<file path="config.mk">
export PLATFORM = sky130hd
export DESIGN_NAME = mem_access_unit
export DESIGN_NICKNAME = d
export VERILOG_FILES = /design/src/rtl/mem_access_unit_pkg.sv /design/src/rtl/mem_access_unit_lane_align.sv /design/src/rtl/mem_access_unit.sv
export SDC_FILE = /design/constraint.sdc
export NUM_CORES = 1
export LEC_CHECK = 0
export ABC_AREA = 0
export ABC_CLOCK_PERIOD_IN_PS = 6850
export BUFFER_PORTS_ARGS = -buffer_cell sky130_fd_sc_hd__buf_2
export CORE_MARGIN = 4
export CORE_UTILIZATION = 56
export CTS_BUF_LIST = sky130_fd_sc_hd__clkbuf_4 sky130_fd_sc_hd__clkbuf_8 sky130_fd_sc_hd__clkbuf_16
export CTS_CLUSTER_SIZE = 28
export DETAILED_ROUTE_END_ITERATION = 7
export PLACE_DENSITY = 0.78
export SLEW_MARGIN = 20
export SYNTH_ARGS = -nofsm -noshare
export SYNTH_HDL_FRONTEND = slang
export SYNTH_SLANG_ARGS = --single-unit
</file>
<file path="constraint.sdc">
create_clock -name clk -period 6.85 [get_ports clk]
set_clock_uncertainty 0.05 [all_clocks]
set_input_delay 1.37 -clock clk [delete_from_list [all_inputs] [get_ports clk]]
set_output_delay 1.37 -clock clk [all_outputs]
set_load 0.1 [all_outputs]
</file>
<file path="src/rtl/mem_access_unit_pkg.sv">
// Shared encodings, FSM state type and lane helpers for the load/store unit.
// Memory-size codes match the decoder's MEM_* field.
package mem_access_unit_pkg;

    localparam logic [2:0] MEM_B  = 3'd0;
    localparam logic [2:0] MEM_H  = 3'd1;
    localparam logic [2:0] MEM_W  = 3'd2;
    localparam logic [2:0] MEM_BU = 3'd4;
    localparam logic [2:0] MEM_HU = 3'd5;

    localparam logic [3:0] LANE_B = 4'b0001;
    localparam logic [3:0] LANE_H = 4'b0011;
    localparam logic [3:0] LANE_W = 4'b1111;

    typedef enum logic [1:0] {
        IDLE  = 2'd0,
        BEAT0 = 2'd1,
        BEAT1 = 2'd2,
        RESP  = 2'd3
    } mau_state_e;

    function automatic logic [3:0] lane_mask(input logic [2:0] ctrl);
        case (ctrl)
            MEM_H, MEM_HU: lane_mask = LANE_H;
            MEM_W:         lane_mask = LANE_W;
            default:       lane_mask = LANE_B;
        endcase
    endfunction

    // Unsigned sizes only make sense for loads.
    function automatic logic is_illegal(input logic wr, input logic [2:0] ctrl);
        case (ctrl)
            MEM_B, MEM_H, MEM_W: is_illegal = 1'b0;
            MEM_BU, MEM_HU:      is_illegal = wr;
            default:             is_illegal = 1'b1;
        endcase
    endfunction

    function automatic logic needs_split(input logic [2:0] ctrl, input logic [1:0] off);
        needs_split = (((ctrl == MEM_H) || (ctrl == MEM_HU)) && (off == 2'd3)) ||
                      ((ctrl == MEM_W) && (off != 2'd0));
    endfunction

endpackage

</file>
<file path="src/rtl/mem_access_unit_lane_align.sv">
// Combinational lane steering: byte enables and write data for both beats,
// plus shift-down and sign/zero extension of the captured load data.
module mem_lane_align
    import mem_access_unit_pkg::*;
(
    input  logic [3:0]  mask,
    input  logic [1:0]  off,
    input  logic [31:0] wdata,
    input  logic [63:0] rdata64,
    input  logic [2:0]  memctrl,
    output logic [3:0]  be0,
    output logic [3:0]  be1,
    output logic [31:0] wd0,
    output logic [31:0] wd1,
    output logic [31:0] ld_rdata
);

    logic [7:0]  be_sh;
    logic [63:0] wd_sh;
    logic [63:0] rd_sh;

    function automatic logic [31:0] extend(input logic [2:0] ctrl, input logic [31:0] v);
        case (ctrl)
            MEM_B:   extend = {{24{v[7]}}, v[7:0]};
            MEM_BU:  extend = {24'd0, v[7:0]};
            MEM_H:   extend = {{16{v[15]}}, v[15:0]};
            MEM_HU:  extend = {16'd0, v[15:0]};
            default: extend = v;
        endcase
    endfunction

    always_comb begin
        be_sh    = {4'b0000, mask} << off;
        wd_sh    = {32'd0, wdata} << {off, 3'b000};
        rd_sh    = rdata64 >> {off, 3'b000};
        be0      = be_sh[3:0];
        be1      = be_sh[7:4];
        wd0      = wd_sh[31:0];
        wd1      = wd_sh[63:32];
        ld_rdata = extend(memctrl, rd_sh[31:0]);
    end

endmodule

</file>
<file path="src/rtl/mem_access_unit.sv">
// Load/store unit: accepts one request, issues one or two aligned word beats
// over req/ack, and returns a single-cycle response with extended load data.
module mem_access_unit
    import mem_access_unit_pkg::*;
#(
    parameter int unsigned TIMEOUT_CYCLES = 0
) (
    input  logic        clk,
    input  logic        rst_n,
    input  logic        req_valid,
    output logic        req_ready,
    input  logic        req_write,
    input  logic [31:0] req_addr,
    input  logic [31:0] req_wdata,
    input  logic [2:0]  req_memctrl,
    output logic        rsp_valid,
    output logic [31:0] rsp_rdata,
    output logic        rsp_err,
    output logic        mem_req,
    output logic        mem_we,
    output logic [31:0] mem_addr,
    output logic [3:0]  mem_be,
    output logic [31:0] mem_wdata,
    input  logic        mem_ack,
    input  logic [31:0] mem_rdata
);

    localparam logic [31:0] TO_N = 32'(TIMEOUT_CYCLES);

    mau_state_e  state, state_d;
    logic        wr_q;
    logic [31:0] addr_q, wdata_q, lo_q;
    logic [2:0]  ctrl_q;
    logic [31:0] cnt_q, cnt_d;

    logic        req_ready_d, rsp_valid_d, rsp_err_d, mem_req_d, mem_we_d;
    logic [31:0] rsp_rdata_d, mem_addr_d, mem_wdata_d;
    logic [3:0]  mem_be_d;

    logic        idle, accept, split_m, beat_ack;
    logic [31:0] addr_m, wdata_m, base_m, lo_in, hi_in;
    logic [2:0]  ctrl_m;
    logic [3:0]  be0, be1;
    logic [31:0] wd0, wd1, ld_rdata;

    // In IDLE the beat-0 outputs are built straight from the request so the
    // first beat can be registered on the accept edge.
    assign idle     = (state == IDLE);
    assign accept   = idle && req_valid && req_ready;
    assign addr_m   = idle ? req_addr    : addr_q;
    assign wdata_m  = idle ? req_wdata   : wdata_q;
    assign ctrl_m   = idle ? req_memctrl : ctrl_q;
    assign split_m  = needs_split(ctrl_m, addr_m[1:0]);
    assign base_m   = {addr_m[31:2], 2'b00};
    assign beat_ack = mem_req && mem_ack;
    assign lo_in    = ((state == BEAT0) && beat_ack) ? mem_rdata : lo_q;
    assign hi_in    = split_m ? mem_rdata : 32'd0;

    mem_lane_align u_align (
        .mask     (lane_mask(ctrl_m)),
        .off      (addr_m[1:0]),
        .wdata    (wdata_m),
        .rdata64  ({hi_in, lo_in}),
        .memctrl  (ctrl_m),
        .be0      (be0),
        .be1      (be1),
        .wd0      (wd0),
        .wd1      (wd1),
        .ld_rdata (ld_rdata)
    );

    always_comb begin
        state_d     = state;
        cnt_d       = cnt_q;
        req_ready_d = req_ready;
        rsp_valid_d = 1'b0;
        rsp_err_d   = 1'b0;
        rsp_rdata_d = rsp_rdata;
        mem_req_d   = mem_req;
        mem_we_d    = mem_we;
        mem_addr_d  = mem_addr;
        mem_be_d    = mem_be;
        mem_wdata_d = mem_wdata;

        case (state)
            IDLE: begin
                if (accept) begin
                    req_ready_d = 1'b0;
                    if (is_illegal(req_write, req_memctrl)) begin
                        state_d     = RESP;
                        rsp_valid_d = 1'b1;
                        rsp_err_d   = 1'b1;
                        rsp_rdata_d = 32'd0;
                    end else begin
                        state_d     = BEAT0;
                        cnt_d       = 32'd0;
                        mem_req_d   = 1'b1;
                        mem_we_d    = req_write;
                        mem_addr_d  = base_m;
                        mem_be_d    = be0;
                        mem_wdata_d = wd0;
                    end
                end
            end
            BEAT0, BEAT1: begin
                if (mem_req) begin
                    if (mem_ack) begin
                        mem_req_d = 1'b0;
                        mem_we_d  = 1'b0;
                        cnt_d     = 32'd0;
                        if ((state == BEAT0) && split_m) begin
                            state_d = BEAT1;
                        end else begin
                            state_d     = RESP;
                            rsp_valid_d = 1'b1;
                            rsp_rdata_d = wr_q ? 32'd0 : ld_rdata;
                        end
                    end else if ((TO_N != 32'd0) && (cnt_q + 32'd1 == TO_N)) begin
                        // Abandon the access, including any pending second beat.
                        mem_req_d   = 1'b0;
                        mem_we_d    = 1'b0;
                        state_d     = RESP;
                        rsp_valid_d = 1'b1;
                        rsp_err_d   = 1'b1;
                        rsp_rdata_d = 32'd0;
                    end else begin
                        cnt_d = cnt_q + 32'd1;
                    end
                end else if (state == BEAT1) begin
                    mem_req_d   = 1'b1;
                    mem_we_d    = wr_q;
                    mem_addr_d  = base_m + 32'd4;
                    mem_be_d    = be1;
                    mem_wdata_d = wd1;
                    cnt_d       = 32'd0;
                end
            end
            RESP: begin
                state_d     = IDLE;
                req_ready_d = 1'b1;
            end
            default: state_d = IDLE;
        endcase
    end

    always_ff @(posedge clk or negedge rst_n) begin
        if (!rst_n) begin
            state     <= IDLE;
            cnt_q     <= 32'd0;
            req_ready <= 1'b1;
            rsp_valid <= 1'b0;
            rsp_err   <= 1'b0;
            rsp_rdata <= 32'd0;
            mem_req   <= 1'b0;
            mem_we    <= 1'b0;
            mem_addr  <= 32'd0;
            mem_be    <= 4'd0;
            mem_wdata <= 32'd0;
        end else begin
            state     <= state_d;
            cnt_q     <= cnt_d;
            req_ready <= req_ready_d;
            rsp_valid <= rsp_valid_d;
            rsp_err   <= rsp_err_d;
            rsp_rdata <= rsp_rdata_d;
            mem_req   <= mem_req_d;
            mem_we    <= mem_we_d;
            mem_addr  <= mem_addr_d;
            mem_be    <= mem_be_d;
            mem_wdata <= mem_wdata_d;
        end
    end

    // Request fields and the low load word need no reset.
    always_ff @(posedge clk) begin
        if (accept) begin
            wr_q    <= req_write;
            addr_q  <= req_addr;
            wdata_q <= req_wdata;
            ctrl_q  <= req_memctrl;
        end
        lo_q <= lo_in;
    end

endmodule

</file>
== Yosys cells after proc, flatten, opt, wreduce, memory -nomap -nowiden ==
Cells that the tools add are included.

* Equal/unequal tests: 22
* Shift-type cells: 3
* Mux-type cells: 59
* Add/subtract/negate cells: 1
* Reductions and logical operators: 25

{| class="wikitable"
|+ Operators by type and width
! operator !! count
|-
| $mux W32 || 18
|-
| $pmux W32 S2 || 3
|-
| $pmux W32 S4 || 1
|-
| $shl A32 B5 Y64 || 1
|-
| $shr A64 B5 Y32 || 1
|-
| $add A32 B3 Y32 const B || 1
|-
| $mux W1 || 20
|-
| $mux W4 || 4
|-
| $pmux W4 S2 || 2
|-
| $eq A3 B3 Y1 const B || 4
|-
| $ne A2 B2 Y1 const B || 6
|-
| $pmux W1 S2 || 5
|-
| $reduce_and A5 Y1 || 2
|-
| $mux W2 || 4
|-
| $shl A4 B2 Y8 || 1
|-
| $logic_and A1 B1 Y1 || 7
|-
| $eq A2 B2 Y1 const B || 3
|-
| $eq A3 B1 Y1 const B || 2
|-
| $eq A3 B2 Y1 const B || 2
|-
| $logic_not A3 Y1 || 2
|-
| $ne A3 B3 Y1 const B || 2
|-
| $pmux W2 S3 || 1
|-
| $reduce_and A3 Y1 || 2
|-
| $reduce_and A6 Y1 || 1
|-
| other kinds (9) || 15
|}

* Output and inout port bits: 105
* Register bits after elaboration: 207
* Bits of input ports: 104
* Word-level logic and storage cells: 125

== Longest topological paths before layout ==
Gate-level depths: netlist of the first run.

* Word-level depth: 14
* Gate-level depth with buffers: 17
* Gate-level depth less buffers: 9

== Modules after synthesis ==
From an unflattened synthesis of the first run, not the netlist that was laid out.

* Cell total of the unflattened synthesis: 1098
* Area total of the unflattened synthesis: 11548.6 um^2

{| class="wikitable"
|+ Modules (own cells, without submodules)
! module !! area each (um^2) !! seq. area each (um^2) !! cells an instance !! instances
|-
| mem_access_unit || 9659.3 || 5311.3 || 844 || 1
|-
| mem_lane_align || 1889.3 || 0.0 || 254 || 1
|}

== Worst setup path after synthesis of the first run ==
Ideal clock, no wire load.

* Kind: input -> register
* Start point: input port req_valid
* End point: register mem_be[2]
* Arrival: 6.113 ns
* Setup time: 0.120 ns
* Setup slack: 0.566 ns
* Data required time: 6.680 ns
* Stages on the path: 7
* Path buffers: 1
* Cell sequence: nand2_1 nor2_1 a22oi_1 a211oi_2 clkbuf_1 o221ai_1 o21a_1

* Word-level cells in the longest chain between the ends: 4

{| class="wikitable"
|+ Ends and longest elaborated chain
! element !! RTL line !! RTL
|-
| start: declaration || mem_access_unit.sv:10 || <nowiki>input logic req_valid,</nowiki>
|-
| $logic_and A1 B1 Y1 (2 in series) || mem_access_unit.sv:49 || <nowiki>assign accept = idle && req_valid && req_ready;</nowiki>
|-
| net accept || mem_access_unit.sv:40 || <nowiki>logic idle, accept, split_m, beat_ack;</nowiki>
|-
| $ne A2 B1 Y1 (no line) || -- ||
|-
| $reduce_and A5 Y1 (no line) || -- ||
|-
| end signal: assignment || mem_access_unit.sv:169 || <nowiki>mem_be <= mem_be_d;</nowiki>
|-
| end: declaration || mem_access_unit.sv:22 || <nowiki>output logic [3:0] mem_be,</nowiki>
|}

The timed path passes the listed nets, and every way through them passes these cells.
A chain may end at the register's enable or synchronous reset.

== Final worst setup path of the first run ==
* Start point: register state[0]
* End point: register mem_wdata[13]

* Word-level cells in the longest chain between the ends: 6
* Elaborated cells on any way between the ends: 20
* Those cells by class: 6 x eq/ne; 1 x shift; 7 x mux; 6 x reduce/logical

{| class="wikitable"
|+ Ends and longest elaborated chain
! element !! RTL line !! RTL
|-
| start: declaration || mem_access_unit.sv:30 || <nowiki>mau_state_e state, state_d;</nowiki>
|-
| start signal: assignment || mem_access_unit.sv:160 || <nowiki>state <= state_d;</nowiki>
|-
| $logic_not A2 Y1 || -- ||
|-
| $mux W32 (on tied branches) || mem_access_unit.sv:51, mem_access_unit.sv:50 ||
|-
| $shl A32 B5 Y64 || mem_access_unit_lane_align.sv:34 || <nowiki>wd_sh = {32'd0, wdata} << {off, 3'b000};</nowiki>
|-
| $mux W32 (on tied branches) || mem_access_unit.sv:129, mem_access_unit.sv:89 ||
|-
| $mux W32 (on tied branches) || mem_access_unit.sv:106, mem_access_unit.sv:87 ||
|-
| $pmux W32 S2 || mem_access_unit.sv:85 || <nowiki>case (state)</nowiki>
|-
| end signal: assignment || mem_access_unit.sv:170 || <nowiki>mem_wdata <= mem_wdata_d;</nowiki>
|-
| end: declaration || mem_access_unit.sv:23 || <nowiki>output logic [31:0] mem_wdata,</nowiki>
|}

Parallel ways exist; a longest one is shown, timed or not. The select of a mux whose other input is x is not followed.

==> results.json, run 1 <==
{
  "initialDrtViolationCount": 596,
  "grt_pass1_wl_mm": 47.4,
  "cp-end-kind": "flop",
  "grt_pass1_vias": 8905,
  "ff2ff_setup_slack_ns": 2.47,
  "fmax_ghz": 0.228,
  "start_util_pct": 56.8,
  "drc": 0,
  "hold_path.class": "flop to flop",
  "synth_seq_cells": 205,
  "hold_start": "lo_q[4]$_DFF_P_",
  "synth_cell_type_count": 79,
  "antenna_found_initial": 7,
  "dieArea_mm2": 0.0220,
  "syn-cell-area_mm2": 0.0111,
  "multi_input_area_mm2": 0.00532,
  "setup_tns_ns": 0,
  "arrival_ns": 4.66,
  "crit_start": "state[0]$_DFFE_PN0P_",
  "fill_cells": 1530,
  "wl_mm": 30.4,
  "r2r_start": "state[0]$_DFFE_PN0P_",
  "synth_area_per_cell_um2": 9.78,
  "period_needed_ns": 4.38,
  "io_pins": 209,
  "die_w_um": 148,
  "port_buffers": 206,
  "regArea_mm2": 0.00531,
  "clk_pin_slew_worst_paths_ns": 0.06,
  "nNetsFinal": 1407,
  "fin_crit_sh_pct": 64.0,
  "final-setup-viol-count": 0,
  "holdWs_ns": 0.399,
  "dr.pass1.iters": 5,
  "status": "complete, no violations",
  "wl_per_cell_um": 19.2,
  "ant_nets": 0,
  "ys.flop_type": "dfrtp_1",
  "clk_latency_ns": 0.51,
  "ctsHtreeMaxLevel": 1,
  "ys_warn_count": 0,
  "rows": 51,
  "die_height_um": 148,
  "vias": 9337,
  "crit_required_ns": 7.13,
  "drive_above_1_share_pct": 25.5,
  "gp_congestion": 0.881,
  "tightest_slew_ns": 0.972,
  "rsz0062_at_grt": "no",
  "clk_path_buf_depth": 3,
  "synth_edf_count": 68,
  "relSlewSlack_pct": 35.2,
  "crit_type": "flop to flop",
  "synthCells": 1130,
  "maxCapViolCount": 0,
  "cp_max_fo": 107,
  "critPathLaunchType": "flop",
  "async_reset_ff_share_pct": 51.2,
  "grt.overflow.total": 0,
  "hold_buffers": 0,
  "numCtsBuffers": 23,
  "vias_per_cell": 5.91,
  "hold_viol": 0,
  "cts_tree": "done",
  "dp_hpwl_mm": 20.5,
  "ys_seq_area_share_pct": 48.1,
  "core_mm2": 0.0195,
  "area_growth_pct": 17.1,
  "drv_slew": 0,
  "cts_setup_buffers": 0,
  "track_usage_pct": 26.7,
  "clock-sinks": 205,
  "ctsResizeCount": 0,
  "grt_max_degree": 108,
  "cts-root-buf": "clkbuf_16"
}
[metal layers]
layer | vias up | wire length, µm | track usage (%)
met2 | 424 | 14000 | 41.9
met5 | - | 49 | 0
met4 | 10 | 966 | 8.31
met3 | 81 | 2910 | 7.68
met1 | 4430 | 12500 | 36.2
li1 | 4392 | - | -
[worst max-delay path, cell delays in order, from the launching register on]
cell and delay [ns]:
dfrtp_1 0.42, inv_1 0.15, ha_4 0.53, buf_4 0.78
inv_1 0.44, a22oi_1 0.62, a211o_4 0.81, o21ai_0 0.25
[cell usage in the layout (no fill, tap or decap), drive strengths merged, types with 7 or more instances in the layout]
master,n
dfrtp,104
mux2i,78
inv,23
nor2,84
clkbuf,39
mux2,33
nand3,33
o31a,8
dfxtp,32
o21ai,93
xor2,18
o21a,12
xnor2,11
and3,7
a21oi,78
edfxtp,68
a221o,9
o221ai,19
nor3,17
o22ai,9
nand2,214
buf,217
o31ai,10
a22oi,13
[metrics by stage]
step                worst slack (ns)  instances  cell area (µm²)  utilization, %
global route                    2.05       1580            12900            66.5
detailed placement              2.54       1535            12200            62.4
finish                          2.47       1580            12900            66.5
floorplan                      0.566       1131            11100               -
CTS                             2.52       1576            12900            66.2
global placement                2.61       1535            12200            62.4
[worst paths after layout]
path,end,cells after the start
hold reg to reg,lo_q[4]$_DFF_P_,2
setup reg to reg,mem_wdata[13]$_DFFE_PN0P_,7
hold / removal,lo_q[4]$_DFF_P_,2
min in group asynchronous,mem_wdata[12]$_DFFE_PN0P_,1
setup / recovery,mem_wdata[13]$_DFFE_PN0P_,7
max in group asynchronous,mem_addr[2]$_DFFE_PN0P_,2
[cell usage after synthesis, drive strengths merged (11+ instances only)]
cell / count / share of area, %
nand2: 214 / 7.3
dfrtp: 104 / 24
o21ai: 93 / 4.6
nor2: 84 / 2.9
a21oi: 78 / 3.6
mux2i: 78 / 7.1
edfxtp: 68 / 18
clkbuf: 41 / 1.4
buf: 35 / 2.2
mux2: 33 / 3.4
nand3: 33 / 1.6
dfxtp: 32 / 5.8
inv: 23 / 0.78
o221ai: 19 / 1.5
xor2: 18 / 1.4
nor3: 17 / 0.77
a22oi: 13 / 0.88
o21a: 12 / 0.82
xnor2: 11 / 0.87
[cells by family (layout without fill, tap and decap cells)]
group                    Yosys count  after routing  synth area share (%)
AND/OR/NAND/NOR                  390            390                  15.9
AO/OA/AOI/OAI                    285            285                  17.4
flip-flops                       205            205                  48.1
multiplexers                     115            115                  11.3
buffers and inverters             99            281                  4.36
XOR/XNOR                          29             29                  2.30
adder cells (fa/ha/maj)            6              6                 0.679
other                              1              4                0.0339
[cell type report]
type	instances	share of cell area, %
multi-input cells	827	41.1
repair buffers	217	8.84
inverters	23	0.667
well taps	265	2.56
clock buffers	39	5.62
diodes	2	0.0387
clock inverters	2	0.0967
flip-flops and latches	205	41.0
[flip-flops by register name, summed over array words and instances (netlist names)]
| name | flops |
|---|---|
| wr_q | 1 |
| mem_wdata | 32 |
| rsp_err | 1 |
| mem_req | 1 |
| lo_q | 32 |
| mem_we | 1 |
| rsp_valid | 1 |
| rsp_rdata | 32 |
| mem_addr | 30 |
| ctrl_q | 3 |
| mem_be | 4 |
| wdata_q | 32 |
| state | 2 |
| req_ready | 1 |
| addr_q | 32 |
Power of run 1 is not shown: default switching activity piles up to over one toggle a cycle in this logic, so the estimate is an artifact.
==> run 2: changes to the inputs <==
- ABC_CLOCK_PERIOD_IN_PS: 6850 -> 4000
- CORE_UTILIZATION: 56 -> 51
- PLACE_DENSITY: 0.78 -> 0.75
- clock period: 6.85 -> 4 ns (I/O delays scaled with it)
==> results.json, run 2 (synthesis gave the netlist of run 1 again) <==
{
  "status": "complete, no violations",
  "hold_viol": 0,
  "crit_type": "flop to flop",
  "vias": 9362,
  "dieArea_mm2": 0.0241,
  "grt.overflow.total": 0,
  "clock-sinks": 205,
  "track_usage_pct": 25.5,
  "fin_crit_sh_pct": 85.0,
  "wl_met3_mm": 2.84,
  "fmax_ghz": 0.294,
  "dp.cells": 1554,
  "clk_pin_slew_worst_paths_ns": 0.06,
  "antenna_found_initial": 4,
  "wl_per_cell_um": 19.8,
  "numCtsBuffers": 23,
  "met2_length_mm": 14.5,
  "ctsHtreeMaxLevel": 1,
  "wl_met1_mm": 13.4,
  "gp_congestion": 0.925,
  "drv_slew": 0,
  "crit_required_ns": 4.32,
  "grt_pass1_vias": 9048,
  "cts_tree": "done",
  "top_layer_used": "met5",
  "nNetsFinal": 1414,
  "ctsResizeCount": 0,
  "arrival_ns": 3.71,
  "dr.pass1.iters": 5,
  "cts-root-buf": "clkbuf_16",
  "core_mm2": 0.0212,
  "final-setup-viol-count": 0,
  "initialDrtViolationCount": 899,
  "start_util_pct": 52.2,
  "mostFrequentLayoutCells": "214 x nand2_1, 205 x buf_2, 104 x dfrtp_1",
  "cp-end-kind": "flop",
  "rows": 53,
  "clk_path_buf_depth": 3,
  "setup_tns_ns": 0,
  "grt_max_degree": 103,
  "ff2ff_setup_slack_ns": 0.60,
  "clk_latency_ns": 0.51,
  "tightest_slew_ns": 0.955,
  "critPathLaunchType": "flop",
  "dp_hpwl_mm": 22.1,
  "multi_input_area_mm2": 0.00532,
  "regArea_mm2": 0.00531,
  "vias_per_cell": 5.85,
  "rsz0062_at_grt": "no",
  "relSlewSlack_pct": 36.3,
  "period_needed_ns": 3.40,
  "ant_nets": 0,
  "fin_cells": 1599,
  "port_buffers": 206,
  "wl_mm": 31.7,
  "cts_setup_buffers": 0,
  "drive_above_1_share_pct": 25.8,
  "cp_max_fo": 45,
  "area_growth_pct": 18.6,
  "drc": 0,
  "maxCapViolCount": 0,
  "die_height_um": 155,
  "io_pins": 209,
  "fill_cells": 1758,
  "grt_pass1_wl_mm": 49.8,
  "hold_path.class": "input pin to asynchronous set/reset pin",
  "layout_commonest_cell": "nand2_1",
  "die_w_um": 155,
  "hold_buffers": 0
}
## run 2: cell count changes in the layout (fill, tap and decap cells not counted)
cell       change
clkbuf_4       -7
buf_4          +6
bufinv_16      +4
buf_12         +3
clkinv_2       +2
diode_2        +2
buf_16         -1
buf_8          -1
clkinv_1       +1
## run 2: path summary, 6_finish.rpt
| kind | startpoint | to | cells past startpoint |
|---|---|---|---|
| setup / recovery | state[0]$_DFFE_PN0P_ | rsp_rdata[16]$_DFFE_PN0P_ | 8 |
| hold / removal | rst_n | rsp_rdata[1]$_DFFE_PN0P_ | 1 |
| setup reg to reg | state[0]$_DFFE_PN0P_ | rsp_rdata[16]$_DFFE_PN0P_ | 8 |
| hold reg to reg | lo_q[3]$_DFF_P_ | lo_q[3]$_DFF_P_ | 2 |
| max in group asynchronous | rst_n | req_ready$_DFFE_PN1P_ | 2 |
| min in group clk | lo_q[3]$_DFF_P_ | lo_q[3]$_DFF_P_ | 2 |
## run 2: per-stage QoR
stage               worst slack, ns  hold WS [ns]  instance area [µm²]  util (%)
floorplan                     0.340         0.369                11100         -
global placement              0.717         0.380                12300      58.0
detailed placement            0.615         0.386                12300      58.0
CTS                           0.601         0.352                13100      61.9
global route                  0.338         0.386                13100      61.9
finish                        0.601         0.330                13100      61.9
## run 2: layout make-up
class	count	area share (%)
diodes	4	0.0764
multi-input cells	827	40.6
inverters	23	0.659
clock buffers	32	5.15
clock inverters	9	1.12
flip-flops and latches	205	40.5
well taps	275	2.63
repair buffers	224	9.21
## run 2: worst max-delay path, stage by stage, from the launching register on
cell	delay (ns)
dfrtp_1	0.41
inv_1	0.16
ha_4	0.61
mux2_4	0.48
o211ai_1	0.18
a21oi_1	0.33
or3_4	0.33
a2bb2oi_4	0.53
o21ai_1	0.16
## run 2: metal layers
metal	vias up	track usage (%)
met5	-	0
met4	4	7.34
met3	69	6.06
met2	404	39.9
met1	4472	35.7
li1	4413	-
Power of run 2 is left out for the same reason.
